--- config.mk ---
export PLATFORM = sky130hd
export DESIGN_NAME = fp_mul_arbiter
export DESIGN_NICKNAME = d
export VERILOG_FILES = /design/src/rtl/fp_mul_arbiter.sv
export SDC_FILE = /design/constraint.sdc
export NUM_CORES = 1
export LEC_CHECK = 0
export CORE_AREA = 2 2 160 162
export CTS_CLUSTER_SIZE = 30
export DETAILED_ROUTE_END_ITERATION = 10
export DIE_AREA = 0 0 162 164
export GPL_ROUTABILITY_DRIVEN = 1
export PLACE_DENSITY = 0.66
export SYNTH_ARGS = -nofsm -noshare
export SYNTH_HDL_FRONTEND = slang
export SYNTH_SLANG_ARGS = --single-unit
--- constraint.sdc ---
create_clock -name clk -period 2.16 [get_ports clk]
set_input_delay 0.54 -clock clk [delete_from_list [all_inputs] [get_ports clk]]
set_output_delay 0.54 -clock clk [all_outputs]
set_load 0.05 [all_outputs]
--- src/rtl/fp_mul_arbiter.sv ---
// Round-robin arbiter sharing one FP multiplier among NUM_REQ requesters.
// Optional FP_MUL_ARB_PERF_EN adds perf_ops / perf_busy_cycles counters.
module fp_mul_arbiter #(
    parameter int NUM_REQ = 4,
    parameter int IDX_W   = $clog2(NUM_REQ)
) (
    input  logic                  clk,
    input  logic                  reset_n,
    input  logic [NUM_REQ-1:0]    req_valid,
    input  logic [NUM_REQ*32-1:0] req_a,
    input  logic [NUM_REQ*32-1:0] req_b,
    output logic [NUM_REQ-1:0]    req_ready,
    output logic [NUM_REQ-1:0]    rsp_valid,
    output logic [31:0]           rsp_data,
    input  logic [NUM_REQ-1:0]    rsp_ready,
    output logic [31:0]           mul_a,
    output logic                  mul_a_stb,
    input  logic                  mul_a_ack,
    output logic [31:0]           mul_b,
    output logic                  mul_b_stb,
    input  logic                  mul_b_ack,
    input  logic [31:0]           mul_prod,
    input  logic                  mul_prod_stb,
    output logic                  mul_prod_ack,
    output logic [IDX_W-1:0]      grant_idx,
    output logic                  busy
`ifdef FP_MUL_ARB_PERF_EN
    ,
    output logic [31:0]           perf_ops,
    output logic [31:0]           perf_busy_cycles
`endif
);

    typedef enum logic [2:0] {
        ST_IDLE,
        ST_SEND_A,
        ST_SEND_B,
        ST_WAIT_RES,
        ST_DELIVER
    } state_e;

    state_e               state_q, state_d;
    logic [IDX_W-1:0]     rr_ptr_q, rr_ptr_d;
    logic [IDX_W-1:0]     grant_q, grant_d;
    logic [31:0]          mul_a_q, mul_a_d;
    logic [31:0]          mul_b_q, mul_b_d;
    logic [31:0]          rsp_data_q, rsp_data_d;
    logic [NUM_REQ-1:0]   req_ready_q, req_ready_d;
    logic [NUM_REQ-1:0]   rsp_valid_q, rsp_valid_d;
    logic                 mul_a_stb_q, mul_a_stb_d;
    logic                 mul_b_stb_q, mul_b_stb_d;
    logic                 mul_prod_ack_q, mul_prod_ack_d;
    logic                 busy_q, busy_d;

    logic [31:0]          a_arr [NUM_REQ];
    logic [31:0]          b_arr [NUM_REQ];
    logic                 found;
    logic [IDX_W-1:0]     win_idx;
    logic                 deliver_done;

    for (genvar g = 0; g < NUM_REQ; g++) begin : g_unpack
        assign a_arr[g] = req_a[32*g +: 32];
        assign b_arr[g] = req_b[32*g +: 32];
    end

    // Search starts one past the previous winner so every requester gets a turn.
    always_comb begin
        found   = 1'b0;
        win_idx = rr_ptr_q;
        for (int off = 1; off <= NUM_REQ; off++) begin
            logic [IDX_W-1:0] cand;
            cand = IDX_W'((int'(rr_ptr_q) + off) % NUM_REQ);
            if (!found && req_valid[cand]) begin
                found   = 1'b1;
                win_idx = cand;
            end
        end
    end

    assign deliver_done = (state_q == ST_DELIVER) && rsp_ready[grant_q];

    always_comb begin
        // NOTE: every signal gets a default before the case so no path leaves it unassigned (no latches).
        state_d        = state_q;
        rr_ptr_d       = rr_ptr_q;
        grant_d        = grant_q;
        mul_a_d        = mul_a_q;
        mul_b_d        = mul_b_q;
        rsp_data_d     = rsp_data_q;
        req_ready_d    = '0;
        rsp_valid_d    = rsp_valid_q;
        mul_a_stb_d    = mul_a_stb_q;
        mul_b_stb_d    = mul_b_stb_q;
        mul_prod_ack_d = mul_prod_ack_q;

        case (state_q)
            ST_IDLE: begin
                if (found) begin
                    state_d              = ST_SEND_A;
                    rr_ptr_d             = win_idx;
                    grant_d              = win_idx;
                    mul_a_d              = a_arr[win_idx];
                    mul_b_d              = b_arr[win_idx];
                    req_ready_d[win_idx] = 1'b1;
                    mul_a_stb_d          = 1'b1;
                end
            end
            ST_SEND_A: begin
                if (mul_a_stb_q && mul_a_ack) begin
                    mul_a_stb_d = 1'b0;
                    mul_b_stb_d = 1'b1;
                    state_d     = ST_SEND_B;
                end
            end
            ST_SEND_B: begin
                if (mul_b_stb_q && mul_b_ack) begin
                    mul_b_stb_d    = 1'b0;
                    mul_prod_ack_d = 1'b1;
                    state_d        = ST_WAIT_RES;
                end
            end
            ST_WAIT_RES: begin
                if (mul_prod_stb && mul_prod_ack_q) begin
                    rsp_data_d           = mul_prod;
                    mul_prod_ack_d       = 1'b0;
                    rsp_valid_d          = '0;
                    rsp_valid_d[grant_q] = 1'b1;
                    state_d              = ST_DELIVER;
                end
            end
            ST_DELIVER: begin
                if (deliver_done) begin
                    rsp_valid_d = '0;
                    state_d     = ST_IDLE;
                end
            end
            default: begin
                state_d = ST_IDLE;
            end
        endcase

        // Registered busy mirrors the next state, so it is high exactly outside IDLE.
        busy_d = (state_d != ST_IDLE);
    end

    always_ff @(posedge clk) begin
        if (!reset_n) begin
            state_q        <= ST_IDLE;
            rr_ptr_q       <= IDX_W'(NUM_REQ - 1);
            grant_q        <= '0;
            mul_a_q        <= '0;
            mul_b_q        <= '0;
            rsp_data_q     <= '0;
            req_ready_q    <= '0;
            rsp_valid_q    <= '0;
            mul_a_stb_q    <= 1'b0;
            mul_b_stb_q    <= 1'b0;
            mul_prod_ack_q <= 1'b0;
            busy_q         <= 1'b0;
        end else begin
            // NOTE: non-blocking assignments so every flop samples pre-edge values.
            state_q        <= state_d;
            rr_ptr_q       <= rr_ptr_d;
            grant_q        <= grant_d;
            mul_a_q        <= mul_a_d;
            mul_b_q        <= mul_b_d;
            rsp_data_q     <= rsp_data_d;
            req_ready_q    <= req_ready_d;
            rsp_valid_q    <= rsp_valid_d;
            mul_a_stb_q    <= mul_a_stb_d;
            mul_b_stb_q    <= mul_b_stb_d;
            mul_prod_ack_q <= mul_prod_ack_d;
            busy_q         <= busy_d;
        end
    end

    assign req_ready    = req_ready_q;
    assign rsp_valid    = rsp_valid_q;
    assign rsp_data     = rsp_data_q;
    assign mul_a        = mul_a_q;
    assign mul_a_stb    = mul_a_stb_q;
    assign mul_b        = mul_b_q;
    assign mul_b_stb    = mul_b_stb_q;
    assign mul_prod_ack = mul_prod_ack_q;
    assign grant_idx    = grant_q;
    assign busy         = busy_q;

`ifdef FP_MUL_ARB_PERF_EN
    logic [31:0] perf_ops_q, perf_ops_d;
    logic [31:0] perf_busy_q, perf_busy_d;

    always_comb begin
        perf_ops_d  = perf_ops_q;
        perf_busy_d = perf_busy_q;
        if (deliver_done) perf_ops_d = perf_ops_q + 32'd1;
        if (busy_q)       perf_busy_d = perf_busy_q + 32'd1;
    end

    always_ff @(posedge clk) begin
        if (!reset_n) begin
            perf_ops_q  <= '0;
            perf_busy_q <= '0;
        end else begin
            perf_ops_q  <= perf_ops_d;
            perf_busy_q <= perf_busy_d;
        end
    end

    assign perf_ops         = perf_ops_q;
    assign perf_busy_cycles = perf_busy_q;
`endif

endmodule
After elaboration in Yosys (flattened, before gate mapping)
Cells that the tools add are included.

Bits of input ports: 301. RAM bits: 0. Bits in read-only memories: 0. Memories kept: 0. Register bits after elaboration: 115. Word-level logic and storage cells: 106. Output and inout bits: 110. Latch bits: 0.

Reductions and logical operators: 25. Bitwise logic cells: 1. $lt $le $gt $ge: 9. Multiplexer cells: 46. Multiply operators: 0. Equal/unequal tests: 9. $add $sub $neg: 4. Div/mod/pow operators: 0. Shift-type cells: 0.

Operators by type and width (count): $bmux 32 s2 (2); $mux 32 (4); $lt 2x3->1 const B (6); $mux 1 (17); $mux 3 (5); $pmux 3 s5 (1); $reduce_and 3->1 (5); $bmux 1 s2 (5); $ne 2x2->1 const B (5); $logic_and 1x1->1 (9); $mux 2 (4); $mux 4 (2); $pmux 4 s2 (1); $reduce_bool 2->1 (4); $eq 3x2->1 const B (2); $pmux 1 s2 (3); $add 2x1->2 const B (2); $add 2x2->2 const B (2); $demux 1 s2 (2); $ge 2x1->1 const B (2); $reduce_and 2->1 (2); $eq 3x1->1 const B (1); $eq 3x3->1 const B (1); $ge 3x3->1 const B (1); other kinds (4) (6).

Depth between registers and ports, before layout
Gate-level depths: netlist (run 1).

Depth in word-level cells: 17. Gate-level depth with buffers: 7. Gate-level depth less buffers: 5.

Least setup slack after synthesis (run 1)
No wires, ideal clock.

Path type: input-to-reg. Start point: in req_valid[3]. End point: reg mul_a_q[22] (netlist: mul_a[22]). Buffers on the path: 2. Required time: 2.078 ns. Stages: 7. Arrival: 1.794 ns. Path slack: 0.284 ns. Path through: nor4_1 > nand2b_1 > and2_1 > buf_2 > buf_1 > nand2_1 > o2111ai_1.

Cells in the longest elaborated chain, start to end: 16.

Ends and longest elaborated chain: start: declaration (RTL line 9) `input logic [NUM_REQ-1:0] req_valid,`; $bmux 1 s2 (RTL line 73) `if (!found && req_valid[cand]) begin`; $mux 1 (implied by the code) (RTL line 73); $mux 1 (RTL line 73); $logic_not 1->1 (RTL line 73); $logic_and 1x1->1 (RTL line 73); $mux 1 (RTL line 73); $logic_not 1->1 (RTL line 73); $logic_and 1x1->1 (RTL line 73); $mux 1 (RTL line 73); $logic_not 1->1 (RTL line 73); $logic_and 1x1->1 (RTL line 73); $mux 2 (RTL line 73); $not 2->3 (implied by the code) (RTL line 102) `mul_a_d = a_arr[win_idx];`; $bmux 32 s2 (RTL line 102); $mux 32 (implied by the code) (2 in a row) (RTL line 102); end signal: assignment (RTL line 165) `mul_a_q <= mul_a_d;`; end: declaration (RTL line 45) `logic [31:0] mul_a_q, mul_a_d;`.

Parallel ways exist; a longest one is shown, timed or not. The select of a mux whose other input is x is not followed. A chain may end at the register's enable or synchronous reset.

Worst setup path after layout (run 1)
Start point: in req_valid[0]. End point: reg mul_b_q[18] (netlist: mul_b[18]).

Cells in the longest elaborated chain, start to end: 16.

Ends and longest elaborated chain: $bmux 1 s2 (RTL line 73); $mux 1 (implied by the code) (RTL line 73); $mux 1 (RTL line 73); $logic_not 1->1 (RTL line 73); $logic_and 1x1->1 (RTL line 73); $mux 1 (RTL line 73); $logic_not 1->1 (RTL line 73); $logic_and 1x1->1 (RTL line 73); $mux 1 (RTL line 73); $logic_not 1->1 (RTL line 73); $logic_and 1x1->1 (RTL line 73); $mux 2 (RTL line 73); $not 2->3 (implied by the code) (RTL line 103) `mul_b_d = b_arr[win_idx];`; $bmux 32 s2 (RTL line 103); $mux 32 (implied by the code) (2 in a row) (RTL line 103); end signal: assignment (RTL line 166) `mul_b_q <= mul_b_d;`; end: declaration (RTL line 46) `logic [31:0] mul_b_q, mul_b_d;`.

Parallel ways exist; a longest one is shown, timed or not. The select of a mux whose other input is x is not followed.

==> summary.md, run 1 <==
| Metric | Value |
|---|---|
| Status | `finished, final reports clean` |
| Busiest grt layer | `met2` |
| Post-synthesis async set-or-reset flop share | `0%` |
| Top-area cell type share of the netlist area | `40.8%` |
| Clk buf depth | `2` |
| Peak Freq | `471 MHz` |
| Final setup vio count | `0` |
| Netlist cell types | `39` |
| # rows | `58` |
| Hold Buf Count CTS | `0` |
| H-tree Lvls | `4` |
| Sw Share | `35.5%` |
| Yosys warns | `0` |
| Total CTS buffers | `17` |
| Slew margin rel. | `61.2%` |
| Mapped Avg Cell Area | `8.39 µm²` |
| Chip width | `162 µm` |
| Final period util | `98.4%` |
| First DRT Iteration DRCs | `373` |
| Hold-critical path depth | `2` |
| Peak fanout along the critical path | `24` |
| Fillers | `2,420` |
| Final #Nets | `1,397` |
| Drt pass-1 iters | `5` |
| Worst skew pair latency | `410 ps` |
| Drt wl/cell | `18.1 µm` |
| Total Die Area | `0.0266 mm²` |
| Met3 Track Usage GR | `5.05%` |
| Fin Setup TNS | `0 ps` |
| Final Wtd Congestion | `0.844` |
| Min-delay src | `mul_b[23]$_SDFFE_PN0P_` |
| Primary FF master, synth | `dfxtp_1` |
| Peak VDD IR | `0.460 mV` |
| RSZ-0062 raised after global routing | `yes` |
| Comb power frac | `39.6%` |
| Worst-Margin Slew | `581 ps` |
| GRT overflow | `0` |
| Initial antenna violation count | `0` |
| Largest net degree at the start of global routing | `49` |
| Reg2Reg Launch Point | `rr_ptr_q[0]$_SDFFE_PN1P_` |
| Placed Instance Area | `0.0105 mm²` |
| Synth Register Bits | `115` |
| CTS clk-pin slew, worst paths | `60 ps` |
| Share of layout cells above drive strength 1 | `9.58%` |
| Post-Syn Instances | `672` |
| FF-to-FF setup slack | `150 ps` |
| Critical Path End Type | `register` |
| RR Endpoint | `mul_b[18]$_SDFFE_PN0P_` |
| Power per Cell Area | `816 mW/mm²` |
| Final instance area | `0.0111 mm²` |
| Vias in the first global route | `6,758` |
| NetSw | `3.23 mW` |
| Number of synthesized flops with an enable pin | `0` |
| # Max-Cap Violations | `0` |
| Worst hold-check path type | `register to register` |
| Area of the multi-input gates | `0.00308 mm²` |
| IO Count | `411` |
| Core region area | `0.0248 mm²` |
| Synth area leader | `dfxtp_1` |
| First-pass GRT wire length | `38,400 µm` |
| Synthesis-to-finish area growth | `97.4%` |
| Sink Count | `115` |
| CTS root buf | `clkbuf_16` |
| Post-Route WL | `26,100 µm` |
| Mapped Nets | `973` |
| DRC errors left | `0` |
| Ranking of synthesized cells by area | `dfxtp_1 (41%), nand3_1 (12%), mux2i_1 (11%)` |
| Starting Density | `22.7%` |
| Vias | `6,782` |
| Setup Skew | `10.8 ps` |
| FF/Latch Area | `0.00230 mm²` |
| P_leak | `4.38 nW` |
| Worst Hold End | `mul_b[23]$_SDFFE_PN0P_` |
| Minimum clock period | `2130 ps` |
| Slew Limit Fails | `0` |
| GRT met1 Usage | `22.3%` |
| Cts repair resizes | `2` |
| Most common cell after layout, fill and taps aside | `clkdlybuf4s50_1` |
| Most frequent cells in the layout | `clkdlybuf4s50_1 (383), nand2_1 (140), nand3_1 (131)` |
| Global-route usage over all layers | `18.7%` |
| I/O Buffers | `410` |
| Crit path launch type | `primary input` |
| GR met2 Demand/Resource | `32.9%` |
| Req. time, crit path | `2440 ps` |
| Arr. time, crit path | `2400 ps` |
| Routed Antenna Nets | `0` |
| CTS tree | `built` |
| Seq pwr share | `28.5%` |
| Internal power | `5.86 mW` |
| Setup Buffers After CTS | `0` |
| Die Y | `164 µm` |
| Critical path type | `primary input to register` |
| Post-Syn Area | `0.00564 mm²` |
| Vias/cell | `4.71` |
| Hold Vio Cnt, Final | `0` |
| HPWL Detailed | `20,100 µm` |
| Sequential fraction of the synthesis area | `40.8%` |
| Clock power share | `31.9%` |
| Reg2reg path depth | `7` |
-- state kept, by name, summed over array words and instances, names as in the netlist --
name	count
busy	1
rr_ptr_q	2
mul_a_stb	1
state_q	3
req_ready	4
mul_a	32
mul_prod_ack	1
rsp_valid	4
grant_idx	2
rsp_data	32
mul_b_stb	1
mul_b	32
-- stage by stage --
stage | hold slack (ps) | instances | power (mW) | utilization [%] | setup WS [ps]
final | 456 | 1439 | 9.09 | 44.8 | 35.0
after floorplan | 541 | 672 | 4.53 | - | 284
after global placement | 444 | 1407 | 6.24 | 42.3 | -350
after CTS | 464 | 1437 | 9.22 | 44.6 | 4.10
after detailed placement | 452 | 1407 | 6.26 | 42.3 | -403
after global routing | 483 | 1437 | 9.49 | 44.8 | -16.0
-- worst max-delay path: stages --
cell and delay, ps:
clkdlybuf4s50_1 540, nor2_1 110, a221oi_4 370, buf_12 250, buf_12 180, mux2i_1 270, o2111ai_1 120
-- power groups by stage --
stage          logic (mW)  clock network [mW]  registers (mW)
3_5_place_dp         3.63                   0            2.63
2_1_floorplan       0.947                   0            3.59
6_report             3.60                2.89            2.59
5_1_grt              3.79                3.08            2.62
4_1_cts              3.63                2.99            2.59
3_3_place_gp         3.61                   0            2.63
-- layer usage --
metal,part of all wire (%),vias to the layer above
met2,50,260
met3,7.0,27
met4,1.5,0
met1,41,3196
li1,-,3299
met5,0,-
-- kinds of logic after synthesis --
family                 synth area share (%)
AOI/OAI and AO/OA                      17.3
and+or+nand+nor                        25.1
muxes                                  11.8
DFF                                    40.8
buffers and inverters                  5.04
-- worst max-delay path by stage --
stage,from,to,depth (start not counted)
after floorplan,req_valid[3],mul_a[22]$_SDFFE_PN0P_,7
after global placement,req_valid[3],mul_b[18]$_SDFFE_PN0P_,8
after detailed placement,req_valid[3],mul_b[18]$_SDFFE_PN0P_,8
after CTS,mul_b_stb$_SDFFE_PN0P_,mul_b_stb,1
after global routing,req_valid[0],mul_a[9]$_SDFFE_PN0P_,7
final,req_valid[0],mul_b[18]$_SDFFE_PN0P_,7
-- cells in the mapped netlist, types with 2 or more instances --
cell type	count
nor2_1	10
nand2_1	140
nor4_1	2
nand4_1	2
o2111ai_1	64
buf_1	6
a21boi_0	35
clkbuf_1	33
buf_6	3
o21ai_0	4
a21oi_1	8
buf_2	17
and2_1	3
nor2b_1	6
dfxtp_1	115
nand2b_1	5
inv_1	3
nor4b_1	2
mux2i_1	64
nand3_1	131
-- area by class of cell --
class / count / share of cell area (%)
repair buffers: 465 / 42.5
multi-input cells: 494 / 27.6
flip-flops and latches: 115 / 20.7
clock buffers: 20 / 4.10
well taps: 330 / 3.71
clock inverters: 10 / 1.20
inverters: 3 / 0.101
diodes: 2 / 0.0450
Power figures use the tool's default switching activity.
==> inputs of run 2 (changes only) <==
Settings changed: HOLD_SLACK_MARGIN set to 0.06.
==> results of run 2 <==
Same layout as run 1: the final DEF is identical, and so are final timing and power.
==> inputs of run 3 (changes only) <==
Settings changed: DONT_BUFFER_PORTS set to 1, PLACE_DENSITY 0.66 to 0.45.
==> run 3 against run 2 <==
Compared with the run above: largest cell class is now multi-input combinational cells; critical path type is now register to register; combinational power is 63% lower; wire length is 17% lower; global-route usage is 3.5 points lower; clock power is 4% lower; cell area is 40% lower; first-iteration DRC count is 16% lower; critical path depth is 1 lower; register-to-register slack better by 50 ps; core utilization is 18 points lower; sequential share of layout area is 14 points higher; setup slack better by 160 ps.
==> summary.md, run 3 (synthesis results as in run 1) <==
| Metric | Value |
|---|---|
| Hold Buf Count CTS | `0 (unchanged)` |
| HPWL Detailed | `16,400 µm (-19%)` |
| GRT overflow | `0 (unchanged)` |
| Sink Count | `115 (unchanged)` |
| Initial antenna violation count | `4 (+4)` |
| FF/Latch Area | `0.00230 mm² (unchanged)` |
| Worst hold-check path type | `primary input to register` |
| Fillers | `2,668 (+10%)` |
| Inst Count DP | `970 (-31%)` |
| CTS tree | `built` |
| Final #Nets | `960 (-31%)` |
| Final instance area | `0.00673 mm² (-40%)` |
| Vias in the first global route | `4,926 (-27%)` |
| Fin Setup TNS | `0 ps (unchanged)` |
| CTS clk-pin slew, worst paths | `60 ps (about the same)` |
| Largest net degree at the start of global routing | `63 (+29%)` |
| Setup Buffers After CTS | `0 (unchanged)` |
| First-pass GRT wire length | `30,600 µm (-20%)` |
| I/O Buffers | `0 (-100%)` |
| Total CTS buffers | `17 (unchanged)` |
| Synthesis-to-finish area growth | `19.3%` |
| Hold Vio Cnt, Final | `0 (unchanged)` |
| RSZ-0062 raised after global routing | `no` |
| # rows | `58 (unchanged)` |
| Worst skew pair latency | `420 ps (about the same)` |
| Final period util | `90.9% (-7.5 points)` |
| DRC errors left | `0 (unchanged)` |
| Chip width | `162 µm (unchanged)` |
| Arr. time, crit path | `2250 ps (-150 ps)` |
| Slew margin rel. | `58.4% (-2.8 points)` |
| H-tree Lvls | `4 (unchanged)` |
| Slew Limit Fails | `0 (unchanged)` |
| Vias | `5,112 (-25%)` |
| Critical path type | `register to register` |
| Cts repair resizes | `0 (-2)` |
| Final Wtd Congestion | `0.746 (-12%)` |
| P_leak | `2.38 nW (-46%)` |
| Post-Route WL | `21,600 µm (-17%)` |
| Final setup vio count | `0 (unchanged)` |
| Peak fanout along the critical path | `49 (+100%)` |
| Non-Filler Instances | `1,005 (-30%)` |
| Setup Skew | `10.7 ps (-0.160 ps)` |
| Global-route usage over all layers | `15.2% (-3.5 points)` |
| Critical Path End Type | `register` |
| Total Die Area | `0.0266 mm² (unchanged)` |
| Status | `finished, final reports clean` |
| Core region area | `0.0248 mm² (unchanged)` |
| Power per Cell Area | `1150 mW/mm² (+41%)` |
| Clk buf depth | `2 (unchanged)` |
| Peak Freq | `509 MHz (+8.2%)` |
| Starting Density | `22.7% (unchanged)` |
| Crit path launch type | `register` |
| Drt pass-1 iters | `4 (-1)` |
| Most frequent cells in the layout | `nand2_1 (140), nand3_1 (131), dfxtp_1 (115)` |
| Vias/cell | `5.09 (+7.9%)` |
| Tot Pwr | `7.73 mW (-15%)` |
| CTS root buf | `clkbuf_16` |
| Req. time, crit path | `2450 ps (about the same)` |
| # Max-Cap Violations | `0 (unchanged)` |
| Peak VDD IR | `0.365 mV (-21%)` |
| End-of-flow core utilization | `27.1% (-18 points)` |
| Die Y | `164 µm (unchanged)` |
| Minimum clock period | `1960 ps (-162 ps)` |
| First DRT Iteration DRCs | `313 (-16%)` |
| Drt wl/cell | `21.5 µm (+19%)` |
| Share of layout cells above drive strength 1 | `10.4% (+0.84 points)` |
| IO Count | `411 (unchanged)` |
| Worst-Margin Slew | `623 ps (+42.0 ps)` |
| Most common cell after layout, fill and taps aside | `nand2_1` |
| Area of the multi-input gates | `0.00307 mm² (-0.24%)` |
| Routed Antenna Nets | `0 (unchanged)` |
| Placed Instance Area | `0.00616 mm² (-41%)` |
[run 3: routing by layer]
layer / global-route usage, % / vias up / wire length (µm)
met2: 25.1 / 255 / 10500
met4: 4.18 / 2 / 233
li1: - / 2435 / -
met3: 6.74 / 18 / 2330
met1: 18.1 / 2402 / 8530
met5: 0 / - / 11
[run 3: path summary, 6_finish.rpt]
kind,cells after the start,slack (ps),from,endpoint
worst max-delay path,6,200,rr_ptr_q[0]$_SDFFE_PN1P_,mul_b[4]$_SDFFE_PN0P_
worst min-delay path,1,210,reset_n,rr_ptr_q[1]$_SDFFE_PN1P_
worst max register to register,6,200,rr_ptr_q[0]$_SDFFE_PN1P_,mul_b[4]$_SDFFE_PN0P_
worst min register to register,2,590,rr_ptr_q[1]$_SDFFE_PN1P_,rr_ptr_q[1]$_SDFFE_PN1P_
[run 3: worst max-delay path, cell delays in order (launching register included)]
cell       delay (ps)
dfxtp_1           350
nand2b_1          130
o21ai_1           120
a221oi_4          370
buf_12            300
mux2i_1           370
o2111ai_1         140
[run 3: power breakdown]
group	switching, mW	internal (mW)
sequential	1.21	2.42
combinational	0.770	0.571
clock	1.14	1.62
[run 3: through the flow]
stage / setup WS (ps) / hold slack (ps)
final: 197 / 210
after global routing: 26.3 / 187
after CTS: 222 / 182
after detailed placement: 94.7 / 577
after global placement: 115 / 570
after floorplan: 284 / 541
[run 3: cell type report]
class | instances | share of cell area [%]
Antenna cell | 3 | 0.112
Clock buffer | 18 | 6.53
Clock inverter | 14 | 1.90
Inverter | 3 | 0.167
Multi-Input combinational cell | 494 | 45.6
Sequential cell | 115 | 34.2
Tap cell | 330 | 6.13
Timing Repair Buffer | 28 | 5.35
